**src/rtl/pc_seq_pkg.sv**
```systemverilog
// Shared encodings for the program-counter sequencer.
// Next-PC select codes; unlisted codes fall back to sequential.
package pc_seq_pkg;

  localparam int SEL_W = 3;

  localparam logic [SEL_W-1:0] SEL_SEQ    = 3'd0;
  localparam logic [SEL_W-1:0] SEL_BRANCH = 3'd1;
  localparam logic [SEL_W-1:0] SEL_JUMP   = 3'd2;
  localparam logic [SEL_W-1:0] SEL_CALL   = 3'd3;
  localparam logic [SEL_W-1:0] SEL_RET    = 3'd4;

endpackage

```
**src/rtl/pc_ras.sv**
```systemverilog
// Circular return-address stack; a push when full
// overwrites the oldest entry and sets a sticky flag.
module pc_ras #(
  parameter int WIDTH     = 32,
  parameter int RAS_DEPTH = 4,
  localparam int PW = $clog2(RAS_DEPTH),
  localparam int CW = PW + 1
) (
  input  logic             clock,
  input  logic             reset,
  input  logic             push,
  input  logic             pop,
  input  logic [WIDTH-1:0] push_data,
  output logic [WIDTH-1:0] top,
  output logic [CW-1:0]    count,
  output logic             ovf,
  output logic             unf
);

  logic [WIDTH-1:0] mem [RAS_DEPTH];
  logic [PW-1:0]    ptr;
  logic [PW-1:0]    top_idx;
  logic             full;
  logic             empty;

  // ptr is the next free slot, so the top lives one below it
  assign top_idx = ptr - PW'(1);
  assign top     = mem[top_idx];
  assign full    = (count == CW'(RAS_DEPTH));
  assign empty   = (count == '0);

  always_ff @(posedge clock) begin
    if (push) mem[ptr] <= push_data;
  end

  always_ff @(posedge clock or posedge reset) begin
    if (reset) begin
      ptr   <= '0;
      count <= '0;
      ovf   <= 1'b0;
      unf   <= 1'b0;
    end else begin
      unf <= 1'b0;
      if (push) begin
        ptr <= ptr + PW'(1);
        if (!full) count <= count + CW'(1);
        else       ovf   <= 1'b1;
      end else if (pop) begin
        if (!empty) begin
          ptr   <= top_idx;
          count <= count - CW'(1);
        end else begin
          unf <= 1'b1;
        end
      end
    end
  end

endmodule

```
**src/rtl/pc_sequencer.sv**
```systemverilog
// Fetch-stage PC register with next-PC select and
// a return-address stack for call/return.
module pc_sequencer
  import pc_seq_pkg::*;
#(
  parameter int               WIDTH     = 32,
  parameter int               STEP      = 1,
  parameter logic [WIDTH-1:0] RESET_PC  = '0,
  parameter int               RAS_DEPTH = 4,
  localparam int CW = $clog2(RAS_DEPTH) + 1
) (
  input  logic             clock,
  input  logic             reset,
  input  logic             stall,
  input  logic [SEL_W-1:0] sel,
  input  logic             cond,
  input  logic [WIDTH-1:0] offset,
  input  logic [WIDTH-1:0] target,
  output logic [WIDTH-1:0] pc,
  output logic [WIDTH-1:0] pc_seq,
  output logic [CW-1:0]    ras_count,
  output logic             ras_empty,
  output logic             ras_full,
  output logic             ras_ovf,
  output logic             ras_unf
);

  localparam logic [WIDTH-1:0] STEP_W = WIDTH'(STEP);

  logic [WIDTH-1:0] pc_next;
  logic [WIDTH-1:0] ras_top;
  logic             push;
  logic             pop;

  assign pc_seq    = pc + STEP_W;
  assign ras_empty = (ras_count == '0);
  assign ras_full  = (ras_count == CW'(RAS_DEPTH));

  always_comb begin
    pc_next = pc_seq;
    push    = 1'b0;
    pop     = 1'b0;
    case (sel)
      SEL_BRANCH: if (cond) pc_next = pc + offset;
      SEL_JUMP:   pc_next = target;
      SEL_CALL: begin
        pc_next = target;
        push    = 1'b1;
      end
      SEL_RET: begin
        pop = 1'b1;
        if (!ras_empty) pc_next = ras_top;
      end
      default: pc_next = pc_seq;
    endcase
    // a stalled cycle must leave the stack untouched
    if (stall) begin
      push = 1'b0;
      pop  = 1'b0;
    end
  end

  always_ff @(posedge clock or posedge reset) begin
    if (reset)       pc <= RESET_PC;
    else if (!stall) pc <= pc_next;
  end

  pc_ras #(
    .WIDTH     (WIDTH),
    .RAS_DEPTH (RAS_DEPTH)
  ) u_ras (
    .clock     (clock),
    .reset     (reset),
    .push      (push),
    .pop       (pop),
    .push_data (pc_seq),
    .top       (ras_top),
    .count     (ras_count),
    .ovf       (ras_ovf),
    .unf       (ras_unf)
  );

endmodule

```
**config.mk**
```make
export PLATFORM = sky130hd
export DESIGN_NAME = pc_sequencer
export DESIGN_NICKNAME = d
export VERILOG_FILES = /design/src/rtl/pc_seq_pkg.sv /design/src/rtl/pc_ras.sv /design/src/rtl/pc_sequencer.sv
export SDC_FILE = /design/constraint.sdc
export NUM_CORES = 1
export LEC_CHECK = 0
export BUFFER_PORTS_ARGS = -buffer_cell sky130_fd_sc_hd__buf_2
export CORE_ASPECT_RATIO = 0.75
export CORE_MARGIN = 2
export CORE_UTILIZATION = 59
export CTS_BUF_LIST = sky130_fd_sc_hd__clkbuf_4
export DETAILED_ROUTE_END_ITERATION = 16
export PLACE_DENSITY = 0.91
export SETUP_SLACK_MARGIN = 0.05
export SLEW_MARGIN = 10
export SYNTH_ARGS = -nofsm -noshare
export SYNTH_HDL_FRONTEND = slang
export SYNTH_SLANG_ARGS = --single-unit
```
**constraint.sdc**
```tcl
create_clock -name clock -period 4 [get_ports clock]
set_input_delay 0.8 -clock clock [delete_from_list [all_inputs] [get_ports clock]]
set_output_delay 0.8 -clock clock [all_outputs]
set_load 0.02 [all_outputs]
```
==> impl_metrics.tcl, run 1 <==
set metrics [dict create \
    rsz0062_at_grt "false" \
    wl_per_cell_um 23.5 \
    htreeDepth 4 \
    fin_crit_sh_pct 95.7 \
    grt_pass1_vias 7221 \
    cts_buffers 17 \
    vias 7512 \
    ir_drop_uv 338 \
    slew_headroom_pct 31.7 \
    fin_total_pwr_mw 6.44 \
    hold_violations 0 \
    synth_area_leaders "edfxtp_1 (41%), dfrtp_1 (11%), mux4_2 (7.5%)" \
    maxCapViolCount 0 \
    endpoint_kind "output pin" \
    syn_to_final_growth_pct 14.3 \
    syn-instance-count 765 \
    rr_startpoint "pc[4]" \
    cts_tree "done" \
    cts_setup_buffers 0 \
    arrival_ns 3.03 \
    dieArea_um2 16700 \
    met3_usage_pct 8.50 \
    n_antenna_cell 0 \
    holdBufCountCts 0 \
    synth_common_cells "edfxtp_1 (128), a21oi_1 (67), nand2_1 (46)" \
    clock_latency_ns 0.57 \
    rr_endpoint "pc[23]" \
    clock_power_share_pct 14.4 \
    critPathKind "reg2out" \
    yosysTopAreaCellShare_pct 41.5 \
    pwr-share-seq_pct 37.2 \
    setup_violations 0 \
    power.switching_mw 2.66 \
    power_density_nw_per_um2 608 \
    p_comb_share_pct 48.4 \
    swShare_pct 41.3 \
    avgSynthCellArea_um2 12.1 \
    synth.largest_area_cell "edfxtp_1" \
    cp_data_required_time_ns 3.20 \
    grt_max_degree 57 \
    ys_ff_latch 167 \
    path_cells "ha_2 -> and3_1 -> nand2_1 -> nor3_2 -> and2_1 -> and3_2 -> xor2_2 -> buf_2" \
    nets 1024 \
    antenna_found_initial 0 \
    drive_gt1_share_pct 27.9 \
    r2r_cells 10 \
    firstDrtPassIters 6 \
    die_width_um 149 \
    ant_nets 0 \
    synth-async-reset-ratio_pct 23.4 \
    busiest_layer "met1" \
    io_pins 142 \
    cts_root_buf "clkbuf_4" \
    initial_utilization_pct 60.7 \
    cts_resized 2 \
    drt-total-wl_mm 26.6 \
    synthFlopType "edfxtp_1" \
    synth_cell_types 64 \
    skew_ns 0.0222 \
    place_congestion 1.03 \
    syn_nets 874 \
    syn_area_um2 9260 \
    status "complete, no violations" \
    ys_seq_area_share_pct 52.0 \
    drv_slew 0 \
    total_leakage_power_nw 4.11 \
    overflow 0 \
    portBuffers 141 \
    setup_tns_ns 0 \
    min_path_type "in2async" \
    use_met1_pct 49.1 \
    via_per_inst 6.63 \
    hpwl_mm 18.8 \
    grt_pass1_wl_mm 40.8 \
    reg2reg_slack_ns 0.86 \
    critPathLaunchType "register" \
    max_freq_mhz 261 \
    yosys_warnings 0 \
    track_usage_pct 32.7 \
    synth_edf_count 128 \
    clock_path_buffers 2 \
    p_int_mw 3.78 \
    clk_pin_slew_worst_paths_ns 0.14 \
    crit_slowest_cell "dfrtp_2" \
    clkSinkCount 167 \
    critPathMaxStageDelay_ns 0.45 \
    yosysMostFrequentCell "edfxtp_1" \
    drc_errors 0 \
    core_area_um2 15300 \
    dr.first_iter.drc_count 885 \
    die_h_um 113 \
    met2_usage_pct 47.1 \
    worstMarginPinSlew_ns 1.02 \
    period_needed_ns 3.83 \
    rows 39 \
    final_util_pct 69.3 \
    cp_max_fo 6 \
]
[placed cells by master (no fill, tap or decap), types with 6 or more instances in the layout]
master / netlist / layout
nand4_1: 8 / 8
dfrtp_1: 39 / 34
a221o_1: 23 / 23
o21a_1: 6 / 6
a21o_1: 9 / 9
o21ai_0: 24 / 24
buf_4: 0 / 27
mux4_2: 31 / 31
edfxtp_1: 128 / 128
and2_1: 6 / 6
and3_1: 15 / 14
a221oi_1: 21 / 21
a211oi_1: 6 / 6
xnor2_1: 42 / 40
nor3_1: 14 / 12
buf_2: 2 / 141
nand3_1: 24 / 24
ha_1: 36 / 35
a2bb2oi_1: 6 / 6
nor3b_1: 6 / 6
clkbuf_4: 0 / 24
xor2_1: 12 / 11
nand2_1: 46 / 46
a31oi_1: 6 / 6
nor2_1: 43 / 42
a21oi_1: 67 / 67
inv_1: 31 / 30
[worst max-delay path by stage]
stage / from / endpoint / slack (ns) / depth (start not counted)
floorplan: u_ras.ptr[0] / pc[27] / 0.32 / 13
global placement: offset[0] / pc[26] / 0.63 / 12
detailed placement: pc[0] / pc_seq[30] / 0.53 / 8
CTS: pc[2] / pc_seq[19] / 0.07 / 6
global route: pc[0] / pc_seq[20] / 0.06 / 8
finish: pc[0] / pc_seq[30] / 0.17 / 8
[layer usage]
| metal | wire (um) | vias up |
|---|---|---|
| li1 | - | 3298 |
| met1 | 10900 | 3613 |
| met2 | 11700 | 554 |
| met3 | 3510 | 47 |
| met4 | 492 | 0 |
| met5 | 0 | - |
[worst max-delay path, delay by kind of cell, from the launching register on]
family,cells,cell delay [ns]
fa+ha+maj,1,0.26
simple gates,5,1.29
buf+inv,1,0.21
flops,1,0.45
xor+xnor,1,0.25
[power by group through the flow]
stage	Combinational (mW)	Sequential [mW]	Clock [mW]
floorplan	2.05	2.50	0
global placement	2.99	2.41	0
detailed placement	3.05	2.42	0
CTS	3.07	2.38	0.935
global route	3.35	2.42	1.01
finish	3.12	2.40	0.927
[sequential cells by signal, summed over array words and instances, names as in the netlist]
| signal | count |
|---|---|
| u_ras.ptr | 2 |
| u_ras.unf | 1 |
| u_ras.ovf | 1 |
| u_ras.count | 3 |
| u_ras.mem | 128 |
| pc | 32 |
[stage by stage]
step	cell area [um^2]	hold WS (ns)	setup slack [ns]	std cells
global placement	10300	0.438	0.633	1101
finish	10600	0.322	0.174	1133
global route	10600	0.339	0.0554	1133
floorplan	9260	0.566	0.317	765
detailed placement	10300	0.446	0.529	1101
CTS	10600	0.316	0.0686	1133
[final cells by class]
type                            instances  area, um^2
Timing Repair Buffer                  168         908
Multi-Input combinational cell        530        4230
Tap cell                              205         256
Inverter                               31         116
Clock inverter                          8        76.3
Fill cell                            1067        4680
Sequential cell                       167        4830
Clock buffer                           24         180
[logic make-up (layout without fill, tap and decap cells)]
family	after synthesis	in the layout	synth area share, %
multiplexers	37	37	8.21
AND/OR/NAND/NOR	189	189	10.4
buffers and inverters	68	231	2.80
adder cells (fa/ha/maj)	38	38	5.29
XOR/XNOR	55	55	5.28
flip-flops	167	167	52.0
AO/OA/AOI/OAI	211	211	16.0
No activity file was read; power rests on OpenSTA's default activity.
==> run 2, diff against run 1 <==
CORE_ASPECT_RATIO = 1.5   (was 0.75)
==> impl_metrics.tcl, run 2 (synthesis results as in run 1) <==
set metrics [dict create \
    grt_pass1_wl_mm 40.2 \
    place_congestion 0.942 \
    antenna_found_initial 1 \
    drive_gt1_share_pct 28.3 \
    fin_crit_sh_pct 95.3 \
    vias 7564 \
    hold_violations 0 \
    rsz0062_at_grt "true" \
    cts_buffers 17 \
    arrival_ns 3.01 \
    cts_root_buf "clkbuf_4" \
    portBuffers 141 \
    overflow 0 \
    initial_utilization_pct 59.8 \
    clock_latency_ns 0.59 \
    firstDrtPassIters 6 \
    core_area_um2 15500 \
    cts_tree "done" \
    setup_violations 0 \
    total_leakage_power_nw 4.14 \
    track_usage_pct 32.3 \
    nets 1026 \
    power_density_nw_per_um2 616 \
    ir_drop_uv 367 \
    skew_ns 0.0296 \
    holdBufCountCts 0 \
    cp_max_fo 9 \
    die_h_um 157 \
    dr.first_iter.drc_count 741 \
    io_pins 142 \
    drv_slew 0 \
    setup_tns_ns 0 \
    layout_common_cells "buf_2 (141), edfxtp_1 (128), a21oi_1 (67)" \
    regMostFlops "u_ras.mem" \
    reg_top3 "u_ras.mem (128), pc (32), u_ras.count (3)" \
    whs_ns 0.334 \
    fillers 1157 \
    min_path_type "in2async" \
    die_width_um 106 \
    ant_nets 0 \
    hpwl_mm 18.4 \
    critPathKind "reg2out" \
    maxCapViolCount 0 \
    cp_data_required_time_ns 3.20 \
    status "complete, no violations" \
    drt-total-wl_mm 26.6 \
    clkSinkCount 167 \
    grt_max_degree 57 \
    critPathLaunchType "register" \
    max_freq_mhz 262 \
    rows 56 \
    clock_path_buffers 2 \
    grt_pass1_vias 7561 \
    largest_reg_flops 128 \
    htreeDepth 4 \
    wl_per_cell_um 23.4 \
    via_per_inst 6.67 \
    period_needed_ns 3.81 \
    drc_errors 0 \
    clk_pin_slew_worst_paths_ns 0.15 \
    worstMarginPinSlew_ns 0.822 \
    endpoint_kind "output pin" \
    slew_headroom_pct 45.2 \
    syn_to_final_growth_pct 15.3 \
    layout_commonest_cell "buf_2" \
    dieArea_um2 16700 \
]
[run 2: per-stage QoR]
| step | std cells | cell area, um^2 | worst slack, ns | util (%) | power (mW) |
|---|---|---|---|---|---|
| floorplan | 765 | 9260 | 0.317 | - | 4.54 |
| global placement | 1097 | 10300 | 0.519 | 66.4 | 5.39 |
| detailed placement | 1097 | 10300 | 0.475 | 66.4 | 5.47 |
| CTS | 1129 | 10600 | 0.0341 | 68.4 | 6.52 |
| global route | 1134 | 10700 | 0.00990 | 69.0 | 6.91 |
| finish | 1134 | 10700 | 0.188 | 69.0 | 6.58 |
[run 2: critical path: stages (launching register included)]
cell,delay (ns)
dfrtp_1,0.53
and4_1,0.35
nand2_1,0.19
nor3_2,0.38
and3_1,0.24
xor2_1,0.46
buf_2,0.27
[run 2: report_power, final]
| group | internal (mW) | leakage (nW) | switching (mW) |
|---|---|---|---|
| clock | 0.398 | 0.162 | 0.650 |
| sequential | 2.16 | 1.60 | 0.251 |
| combinational | 1.28 | 2.38 | 1.85 |
[run 2: final timing paths]
path	start	end	slack, ns	cells after the start
max	pc[2]	pc_seq[29]	0.19	6
min	reset	u_ras.count[0]	0.33	3
max reg2reg	pc[4]	pc[23]	0.75	9
min reg2reg	u_ras.ovf	u_ras.ovf	0.47	1
max in group asynchronous	reset	pc[17]	3.23	3
min in group clock	u_ras.ovf	u_ras.ovf	0.47	1
[run 2: final cells by class]
| cell class | count | area (um^2) | area share (%) |
|---|---|---|---|
| Sequential cell | 167 | 4820 | 45.2 |
| Multi-Input combinational cell | 530 | 4260 | 39.9 |
| Timing Repair Buffer | 170 | 923 | 8.65 |
| Tap cell | 203 | 254 | 2.38 |
| Clock inverter | 14 | 165 | 1.55 |
| Clock buffer | 18 | 135 | 1.27 |
| Inverter | 31 | 116 | 1.09 |
| Antenna cell | 1 | 2.50 | 0.0234 |
[run 2: timing repair]
item	4_1_cts	5_1_grt
gates resized for setup	3	11
buffers inserted	0	4
pin swaps	0	2
endpoints found under the hold margin	0	0
endpoints found under the setup margin	3	8
[run 2: metal layers]
metal	up-vias	part of all wire, %	GRT usage [%]
met5	-	0	0
met4	0	6.2	20.3
met3	128	8.0	5.18
met2	485	51	57.4
met1	3642	34	36.0
li1	3309	-	-
==> run 3, diff against run 2 <==
ABC_AREA = 1   (was not set)
CORE_UTILIZATION = 60   (was 59)
PLACE_DENSITY = 0.92   (was 0.91)
TNS_END_PERCENT = 100   (was not set)
==> impl_metrics.tcl, run 3 <==
set metrics [dict create \
    synth_common_cells "nand2_1 (474), inv_1 (180), edfxtp_1 (128)" \
    cts_root_buf "clkbuf_4" \
    die_width_um 112 \
    clock_path_buffers 2 \
    worstMarginPinSlew_ns 1.21 \
    syn_area_um2 10600 \
    cts_tree "done" \
    yosys_warnings 0 \
    clock_latency_ns 0.56 \
    min_path_type "in2async" \
    rows 59 \
    p_int_mw 3.52 \
    placed_area_um2 11500 \
    track_usage_pct 35.4 \
    skew_ns 0.0240 \
    cts_buffers 17 \
    slew_headroom_pct 19.1 \
    portBuffers 141 \
    period_needed_ns 3.74 \
    overflow 0 \
    yosysMostFrequentCell "nand2_1" \
    synth.largest_area_cell "edfxtp_1" \
    drv_slew 0 \
    synth-async-reset-ratio_pct 23.4 \
    wl_per_cell_um 19.1 \
    regArea_um2 4820 \
    drive_gt1_share_pct 14.6 \
    total_leakage_power_nw 5.60 \
    crit_path_start "pc[0]" \
    p_comb_share_pct 50.5 \
    setup_violations 0 \
    multi_input_area_um2 4940 \
    synth_adder_area_share_pct 4.63 \
    core_area_um2 17300 \
    syn_nets 1487 \
    yosys.area_share.simple_pct 31.1 \
    cp_data_required_time_ns 3.20 \
    cp_max_fo 8 \
    fillers 1443 \
    whs_ns 0.341 \
    dieArea_um2 18700 \
    hold_violations 0 \
    endpoint_kind "output pin" \
    maxCapViolCount 0 \
    nets 1626 \
    clock_power_share_pct 14.7 \
    grt_pass1_wl_mm 50.9 \
    status "complete, no violations" \
    syn-instance-count 1378 \
    place_congestion 1.03 \
    power_density_nw_per_um2 577 \
    grt_pass1_vias 9784 \
    final_util_pct 68.2 \
    fin_crit_sh_pct 93.5 \
    synthFlopType "edfxtp_1" \
    stdcell_area_um2 11800 \
    avgSynthCellArea_um2 7.68 \
    die_h_um 167 \
    muxShareOfSynthArea_pct 0 \
    swShare_pct 48.4 \
    vias 10300 \
    largest_reg_flops 128 \
    arrival_ns 2.94 \
    synth_area_leaders "edfxtp_1 (36%), nand2_1 (17%), dfrtp_1 (9.2%)" \
    critPathLaunchType "register" \
    max_freq_mhz 267 \
    layout_common_cells "nand2_1 (474), inv_1 (178), buf_2 (141)" \
    synth-xor-area-share_pct 1.99 \
    ys_ff_latch 167 \
    io_pins 142 \
    firstDrtPassIters 8 \
    rsz0062_at_grt "false" \
    via_per_inst 5.90 \
    ant_nets 0 \
    dr.first_iter.drc_count 1197 \
    power.switching_mw 3.31 \
    yosysTopAreaCellShare_pct 36.3 \
    reg_top3 "u_ras.mem (128), pc (32), u_ras.count (3)" \
    rr_startpoint "u_ras.ptr[1]" \
    ir_drop_uv 1200 \
    pwr-share-seq_pct 34.8 \
    syn_to_final_growth_pct 11.8 \
    setup_tns_ns 0 \
    r2r_cells 11 \
    drt-total-wl_mm 33.3 \
    reg2reg_slack_ns 1.28 \
    clkSinkCount 167 \
    drc_errors 0 \
    cts_setup_buffers 0 \
    synth_compound_area_share_pct 8.76 \
    grt_max_degree 66 \
    synth_cell_types 48 \
    synth_top_family_by_area "simple AND/OR/NAND/NOR gates" \
    regMostFlops "u_ras.mem" \
    critPathKind "reg2out" \
    initial_utilization_pct 61.0 \
    synth_edf_count 128 \
    layout_commonest_cell "nand2_1" \
    htreeDepth 4 \
    ys_seq_area_share_pct 45.5 \
    clk_pin_slew_worst_paths_ns 0.15 \
    hpwl_mm 25.0 \
    antenna_found_initial 1 \
]
[run 3: cell count changes in the layout (fill, tap and decap cells not counted), sizes merged, moves of 7 or more]
cell and delta:
and3 -14, buf -14, mux4 -31, nor2 +60
inv +150, a221oi -20, xnor2 -38, nand3 +103
nand4 +7, o21ai +15, nor3 +12, nand2 +431
a221o -23, xor2 +7
[run 3: repair_timing]
action	CTS	global route
resized for setup	0	1
hold buffers	0	0
setup endpoints to repair	0	1
[run 3: final cells by class]
class                   count  area share (%)
multi-input cells         991            41.8
flip-flops and latches    167            40.7
inverters                 184            5.84
diodes                      1          0.0211
clock inverters            15            1.41
repair buffers            156            6.91
clock buffers              17            1.08
well taps                 213            2.25
[run 3: metrics by stage]
| stage | std cells | worst slack [ns] | power [mW] |
|---|---|---|---|
| after detailed placement | 1711 | 0.809 | 5.76 |
| after global routing | 1744 | 0.127 | 7.24 |
| after floorplan | 1378 | 0.863 | 4.70 |
| final | 1744 | 0.261 | 6.83 |
| after CTS | 1743 | 0.194 | 6.77 |
| after global placement | 1711 | 0.836 | 5.68 |
[run 3: final timing paths]
kind | to
hold reg to reg | u_ras.ovf
setup reg to reg | pc[19]
hold / removal | u_ras.count[2]
min in group clock | u_ras.ovf
max in group asynchronous | pc[13]
setup / recovery | pc_seq[20]
[run 3: cell families (layout without fill, tap and decap cells)]
group / Yosys count / in the layout
AND/OR/NAND/NOR: 769 / 769
buffers and inverters: 220 / 372
AO/OA/AOI/OAI: 160 / 160
XOR/XNOR: 24 / 24
adder cells (fa/ha/maj): 38 / 38
flip-flops: 167 / 167
other: 0 / 1
[run 3: layer usage]
| layer | vias up | track usage [%] | part of all wire, % | wire length (um) |
|---|---|---|---|---|
| met4 | 0 | 23.0 | 7.0 | 2340 |
| met5 | - | 0 | 0 | 0 |
| met2 | 626 | 60.1 | 50 | 16700 |
| met1 | 4699 | 41.3 | 34 | 11500 |
| met3 | 152 | 5.42 | 8.4 | 2810 |
| li1 | 4813 | - | - | - |
[run 3: power groups by stage]
stage	sequential, mW	clock (mW)	combinational [mW]
6_report	2.38	1.01	3.45
3_3_place_gp	2.39	0	3.29
5_1_grt	2.39	1.08	3.77
4_1_cts	2.36	1.01	3.40
3_5_place_dp	2.40	0	3.36
2_1_floorplan	2.45	0	2.25
[run 3: worst max-delay path, cell delays in order, from the launching register on]
cell	delay (ns)
dfrtp_1	0.59
ha_1	0.30
nand3_2	0.18
nor2_4	0.29
nand3_4	0.18
nor2_8	0.17
nand2_1	0.08
xor2_1	0.22
inv_1	0.17
buf_2	0.20
